### src/rtl/alu_operand_loader.sv
// alu_operand_loader: gathers one command plus 2*BEATS operand words into op1/op2 for an ALU.
// Latency: 1 + 2*BEATS cycles from command transfer to issue_valid with words streaming back to back.
// Backpressure: cmd_ready / word_ready / issue_valid are pure state decodes; ISSUE holds until issue_ready.
//
// Ports:
//   clk, rst                 rising-edge clock, asynchronous active-high reset
//   cmd_valid/cmd_ready      command handshake carrying cmd_opsel, cmd_mode
//   word_valid/word_ready    operand word handshake carrying word_data, word_par (even parity)
//   op1, op2, opsel, mode    operand set to the ALU, valid while issue_valid is high
//   issue_valid/issue_ready  operand set handshake
//   err                      sticky parity error, cleared by the next accepted command
//
// Build option: define LOADER_PARITY_EN to check word parity and abort the command on a bad word.
// Without it word_par is ignored and err is constant 0.

module alu_operand_loader #(
  parameter int DWIDTH = 128,
  parameter int WWIDTH = 32
) (
  input  logic              clk,
  input  logic              rst,
  input  logic              cmd_valid,
  input  logic [2:0]        cmd_opsel,
  input  logic              cmd_mode,
  output logic              cmd_ready,
  input  logic              word_valid,
  input  logic [WWIDTH-1:0] word_data,
  input  logic              word_par,
  output logic              word_ready,
  output logic [DWIDTH-1:0] op1,
  output logic [DWIDTH-1:0] op2,
  output logic [2:0]        opsel,
  output logic              mode,
  output logic              issue_valid,
  input  logic              issue_ready,
  output logic              err
);

  localparam int BEATS = DWIDTH / WWIDTH;
  localparam int CW    = (BEATS > 1) ? $clog2(BEATS) : 1;
  localparam logic [CW-1:0] LAST_BEAT = CW'(BEATS - 1);

  typedef enum logic [1:0] {
    IDLE     = 2'd0,
    LOAD_OP1 = 2'd1,
    LOAD_OP2 = 2'd2,
    ISSUE    = 2'd3
  } state_t;

  state_t            state_q, state_d;
  logic [CW-1:0]     cnt_q, cnt_d;
  logic [DWIDTH-1:0] op1_q, op1_d;
  logic [DWIDTH-1:0] op2_q, op2_d;
  logic [2:0]        opsel_q, opsel_d;
  logic              mode_q, mode_d;
  logic              err_q, err_d;
  logic              par_bad;

`ifdef LOADER_PARITY_EN
  // Even parity: data bits plus the parity bit must XOR to zero.
  assign par_bad = ^{word_data, word_par};
`else
  logic unused_word_par;
  assign unused_word_par = word_par;
  assign par_bad         = 1'b0;
`endif

  always_ff @(posedge clk or posedge rst) begin
    if (rst) begin
      state_q <= IDLE;
      cnt_q   <= '0;
      op1_q   <= '0;
      op2_q   <= '0;
      opsel_q <= '0;
      mode_q  <= 1'b0;
      err_q   <= 1'b0;
    end else begin
      state_q <= state_d;
      cnt_q   <= cnt_d;
      op1_q   <= op1_d;
      op2_q   <= op2_d;
      opsel_q <= opsel_d;
      mode_q  <= mode_d;
      err_q   <= err_d;
    end
  end

  always_comb begin
    state_d = state_q;
    cnt_d   = cnt_q;
    op1_d   = op1_q;
    op2_d   = op2_q;
    opsel_d = opsel_q;
    mode_d  = mode_q;
    err_d   = err_q;

    case (state_q)
      IDLE: begin
        if (cmd_valid) begin
          opsel_d = cmd_opsel;
          mode_d  = cmd_mode;
          cnt_d   = '0;
          err_d   = 1'b0;
          state_d = LOAD_OP1;
        end
      end

      LOAD_OP1, LOAD_OP2: begin
        if (word_valid) begin
          if (par_bad) begin
            // Bad word is dropped and the whole command is abandoned.
            err_d   = 1'b1;
            cnt_d   = '0;
            state_d = IDLE;
          end else begin
            // Least-significant word arrives first.
            if (state_q == LOAD_OP1) begin
              op1_d[int'(cnt_q)*WWIDTH +: WWIDTH] = word_data;
            end else begin
              op2_d[int'(cnt_q)*WWIDTH +: WWIDTH] = word_data;
            end
            if (cnt_q == LAST_BEAT) begin
              cnt_d   = '0;
              state_d = (state_q == LOAD_OP1) ? LOAD_OP2 : ISSUE;
            end else begin
              cnt_d = cnt_q + CW'(1);
            end
          end
        end
      end

      ISSUE: begin
        if (issue_ready) begin
          state_d = IDLE;
        end
      end

      default: state_d = IDLE;
    endcase
  end

  // Handshake outputs depend on registered state only.
  assign cmd_ready   = (state_q == IDLE);
  assign word_ready  = (state_q == LOAD_OP1) || (state_q == LOAD_OP2);
  assign issue_valid = (state_q == ISSUE);
  assign op1         = op1_q;
  assign op2         = op2_q;
  assign opsel       = opsel_q;
  assign mode        = mode_q;
  assign err         = err_q;

endmodule

### config.mk
export PLATFORM = sky130hd
export DESIGN_NAME = alu_operand_loader
export DESIGN_NICKNAME = d
export VERILOG_FILES = /design/src/rtl/alu_operand_loader.sv
export SDC_FILE = /design/constraint.sdc
export NUM_CORES = 1
export LEC_CHECK = 0
export ABC_AREA = 1
export BUFFER_PORTS_ARGS = -buffer_cell sky130_fd_sc_hd__buf_4
export CORE_MARGIN = 4
export CORE_UTILIZATION = 52
export DETAILED_ROUTE_END_ITERATION = 7
export GPL_ROUTABILITY_DRIVEN = 0
export GPL_TIMING_DRIVEN = 0
export MAX_ROUTING_LAYER = met4
export PLACE_DENSITY = 0.76
export SETUP_SLACK_MARGIN = 0.5
export SKIP_CTS_REPAIR_TIMING = 1
export SLEW_MARGIN = 20
export SYNTH_ARGS = -nofsm -noshare
export SYNTH_HDL_FRONTEND = slang
export SYNTH_SLANG_ARGS = --single-unit
### constraint.sdc
create_clock -name clk -period 12 [get_ports clk]
set_input_delay 2.4 -clock clk [delete_from_list [all_inputs] [get_ports clk]]
set_output_delay 2.4 -clock clk [all_outputs]
set_load 0.1 [all_outputs]
==> results of run 1 <==
stage by stage:
stage               cells  util (%)
floorplan            1331         -
CTS                  1961      69.6
detailed placement   1911      65.5
global route         1961      69.6
global placement     1909      65.2
finish               1961      69.6
routing by layer:
| layer | global-route usage, % | vias to the layer above | wire, um |
|---|---|---|---|
| li1 | - | 4876 | - |
| met1 | 40.6 | 4994 | 14300 |
| met2 | 47.8 | 456 | 16800 |
| met3 | 6.05 | 72 | 3100 |
| met4 | 8.75 | 0 | 1170 |
| met5 | - | - | 0 |
cells in the mapped netlist, types with 2 or more instances:
master      n  area [um2]
buf_1       5        18.8
buf_2      45         225
clkbuf_1   38         143
dfrtp_1   264        6610
ha_1        9         113
inv_1      17        63.8
inv_2       3        11.3
nand2_1   599        2250
nand2_2     2        12.5
nand3_1    42         210
nor2_1     99         372
nor2_2      5        31.3
o21ai_0   169         846
o21ai_1    28         140
state kept, by name, summed over array words and instances, names as in the netlist:
| signal | cells |
|---|---|
| state_q | 2 |
| op1 | 128 |
| cnt_q | 2 |
| opsel | 3 |
| mode | 1 |
| op2 | 128 |
layout make-up:
cell class / count / area [um2]
clock buffer: 40 / 764
buffer: 89 / 394
clock inverter: 10 / 106
inverter: 21 / 86.3
tap: 275 / 344
timing repair buffer: 305 / 2330
fill: 1715 / 6380
sequential: 264 / 6610
multi-input combinational: 957 / 4010
worst min-delay path, stage by stage, from the launching register on:
cell     delay, ns
dfrtp_1       0.34
nand2_1       0.05
nand2_1       0.05
cell families after synthesis:
family	share of synthesized area (%)
simple gates	26.2
flops	59.6
compound gates	8.89
buf+inv	4.27
fa+ha+maj	1.02
other cells	0.0338
worst max-delay path by stage:
stage / start / end / slack, ns / cells past startpoint
2_1_floorplan: rst / cnt_q[0]$_DFFE_PP0P_ / 2.33 / 1
3_3_place_gp: rst / op1[57]$_DFFE_PP0P_ / -0.50 / 2
3_5_place_dp: word_valid / op1[14]$_DFFE_PP0P_ / 8.37 / 6
4_1_cts: state_q[1]$_DFFE_PP0P_ / cmd_ready / 7.89 / 3
5_1_grt: state_q[1]$_DFFE_PP0P_ / cmd_ready / 7.83 / 3
6_report: state_q[1]$_DFFE_PP0P_ / cmd_ready / 7.89 / 3
==> run metrics, run 1 <==
Cell Area, Synth 0.0111 mm2; share of cells above drive strength 1 24.0%; reg-to-reg critical path startpoint cnt_q[0]$_DFFE_PP0P_; DP HPWL 26300 um; pre-CTS setup slack 8.37 ns; final-report max-slew violation count 0; initial drt markers 735; Chip Height 154 um; mean routed wirelength per cell 18.0 um; most frequent cells in the layout 599 x nand2_1, 304 x buf_4, 264 x dfrtp_1, 169 x o21ai_0, 99 x nor2_1; Clk Latency, worst-skew pair 0.53 ns; Clock Path Buffers 3; ant diodes 0; Worst Path Buf+Inv 2; Worst Hold Launch op1[92]$_DFFE_PP0P_; Worst EP arrival 1.71 ns; Ys Warns 0; crit path launch type flip-flop; cts bufs inserted 27; Floorplan Core Area 0.0210 mm2; Die Wd 154 um; Mapped Cells 1331; post-route clock skew 0.0196 ns; Worst-Margin Slew 0.601 ns; worst relative slew slack 59.9%; CP delay by family, top buffers and inverters; setup violators final 0; CTS tree built; CTS HTree Levels 1; first-pass GRT wire length 55900 um; Placement Cell Area 0.0138 mm2; synthesis-to-finish area growth 32.0%; R2R Setup Slk 9.82 ns; Final Hold Fails 0; Core Rows 53; routed vias 10398; I/O pin total 306; asr flop ratio synth 100%; DR pass1 iterations 5; Worst Path Class, Setup flip-flop to output port; Syn Nets 1382; WHS 0.477 ns; Hold Path Depth 2; WHS Endpoint op1[92]$_DFFE_PP0P_; reg2reg end op2[60]$_DFFE_PP0P_; DR DRC count 0; Final Critical Period 4.11 ns; setup ws final 7.89 ns; GR Overflow Total 0; Mapped Avg Cell Area 8.33 um2; crit-path max FO 8; Seq/Total Area, Yosys 59.6%; GR Util All Layers 30.4%; total of max-cap violations 0; Reg clk slew, reported paths 0.06 ns; commonest non-fill, non-tap cell in the layout nand2_1; highest clock rate 243 MHz; Starting Density 52.7%; Most used DFF post-synth dfrtp_1; synth unique cells 20; CP Capture Type output port; initial antenna violation count 0; number of synthesized flops with an enable pin 0; unrepaired setup endpoints after global routing no; I/O Buffers 303; Slowest Stage Delay on Critical Path 0.40 ns; Post-Layout Inst Area 0.0146 mm2; Root Buffer clkbuf_16; Slowest-stage cell, CP dfrtp_1; crit-path cells inv_1 > ha_1 > buf_4; synthesis-stage register bit count 264; vias in the first global route 10217; Hold Crit Class flip-flop to flip-flop; cells on worst reg2reg path 8; critical path required time 9.60 ns; Die Footprint 0.0237 mm2; largest net degree at the start of global routing 99; setup TNS 0 ns; outcome complete, no violations; Detail Route Antenna Nets 0; WL final 35400 um; Post-layout nets 1716; Vias/cell 5.30; TritonCTS Sinks 264; Final period util 34.3%
Power of run 1 is not shown: default switching activity piles up to over one toggle a cycle in this logic, so the estimate is an artifact.
==> inputs of run 2 (changes only) <==
Clock period 12 ns to 4.2 ns, I/O delays scaled along.
==> run 2 against run 1 <==
Against the previous run: sequential share of layout area shrank 0.39 points; critical path type unchanged; worst setup slack lost 6.2 ns; core utilization grew 0.61 points; cell count grew 0.31%; via count grew 0.94%; clock skew is essentially flat; clock-buffer cell count grew 8; design area grew 0.88%; non-clock buffer count grew 6.
==> run metrics, run 2 (synthesis gave the netlist of run 1 again) <==
outcome complete, no violations; Worst EP arrival 1.71 ns; ant diodes 0; DR DRC count 0; Detail Route Antenna Nets 0; GR Util All Layers 30.9%; final-report max-slew violation count 0; I/O pin total 306; cts bufs inserted 28; unrepaired setup endpoints after global routing no; Final Critical Period 2.55 ns; total of max-cap violations 0; Worst-Margin Slew 0.624 ns; Slowest-stage cell, CP dfrtp_1; highest clock rate 392 MHz; initial drt markers 661; Post-layout nets 1723; initial antenna violation count 0; CP Capture Type output port; DP HPWL 27000 um; setup TNS 0 ns; WL final 36100 um; synthesis-to-finish area growth 33.2%; worst relative slew slack 58.3%; setup violators final 0; Starting Density 52.7%; first-pass GRT wire length 56900 um; vias in the first global route 10398; crit-path max FO 8; Die Footprint 0.0237 mm2; Root Buffer clkbuf_16; commonest non-fill, non-tap cell in the layout nand2_1; Final period util 60.8%; share of cells above drive strength 1 24.1%; crit path launch type flip-flop; crit-path cells inv_1 > ha_1 > buf_4; Final Hold Fails 0; CTS tree built; most frequent cells in the layout 599 x nand2_1, 304 x buf_4, 264 x dfrtp_1, 169 x o21ai_0, 99 x nor2_1; TritonCTS Sinks 264; critical path required time 3.36 ns; CTS HTree Levels 1; mean routed wirelength per cell 18.4 um; I/O Buffers 303; Vias/cell 5.34; Reg clk slew, reported paths 0.06 ns; largest net degree at the start of global routing 35; Die Wd 154 um; Core Rows 53; Floorplan Core Area 0.0210 mm2; Worst Path Class, Setup flip-flop to output port; Worst Path Buf+Inv 2; Chip Height 154 um; post-route clock skew 0.0200 ns; routed vias 10496; Clock Path Buffers 3; DR pass1 iterations 5; GR Overflow Total 0; Clk Latency, worst-skew pair 0.54 ns; Slowest Stage Delay on Critical Path 0.42 ns; CP delay by family, top flip-flops; Hold Crit Class primary input to asynchronous set/reset pin
[run 2: changes by cell type in the layout (fill, tap and decap cells not counted), sizes merged]
cell and change:
clkinv -4, bufinv -2, inv -2, buf +6, clkbuf +8
[run 2: routing by layer]
layer  up-vias  routed length (um)  global-route usage [%]
li1       4881                   -                       -
met1      5036               14700                    41.1
met2       496               16900                    47.9
met3        83                3220                    6.33
met4         0                1340                    10.3
met5         -                   0                       -
[run 2: layout make-up]
cell class	instances	area, um2
Inverter	21	82.6
Tap cell	275	344
Multi-Input combinational cell	957	4010
Clock inverter	2	13.8
Fill cell	1700	6250
Clock buffer	48	877
Buffer	89	394
Sequential cell	264	6610
Timing Repair Buffer	311	2440
[run 2: metrics by stage]
step | cells | cell area, um2 | hold slack, ns | setup WS (ns) | utilization (%)
finish | 1967 | 14800 | 0.396 | 1.65 | 70.2
global placement | 1909 | 13700 | 0.456 | -1.69 | 65.2
global route | 1967 | 14800 | 0.428 | 1.59 | 70.2
detailed placement | 1917 | 13900 | 0.462 | 2.02 | 66.0
floorplan | 1331 | 11100 | 0.490 | -0.124 | -
CTS | 1967 | 14800 | 0.397 | 1.64 | 70.2
[run 2: worst paths after layout]
kind	start	to	slack [ns]	cells after the start
hold reg to reg	opsel[2]$_DFFE_PP0P_	opsel[2]$_DFFE_PP0P_	0.48	2
hold / removal	rst	op1[65]$_DFFE_PP0P_	0.40	2
setup / recovery	state_q[0]$_DFFE_PP0P_	cmd_ready	1.65	3
max in group asynchronous	rst	op2[90]$_DFFE_PP0P_	2.74	5
setup reg to reg	cnt_q[0]$_DFFE_PP0P_	op2[57]$_DFFE_PP0P_	1.98	8
min in group clk	opsel[2]$_DFFE_PP0P_	opsel[2]$_DFFE_PP0P_	0.48	2
Power of run 2 is left out for the same reason.
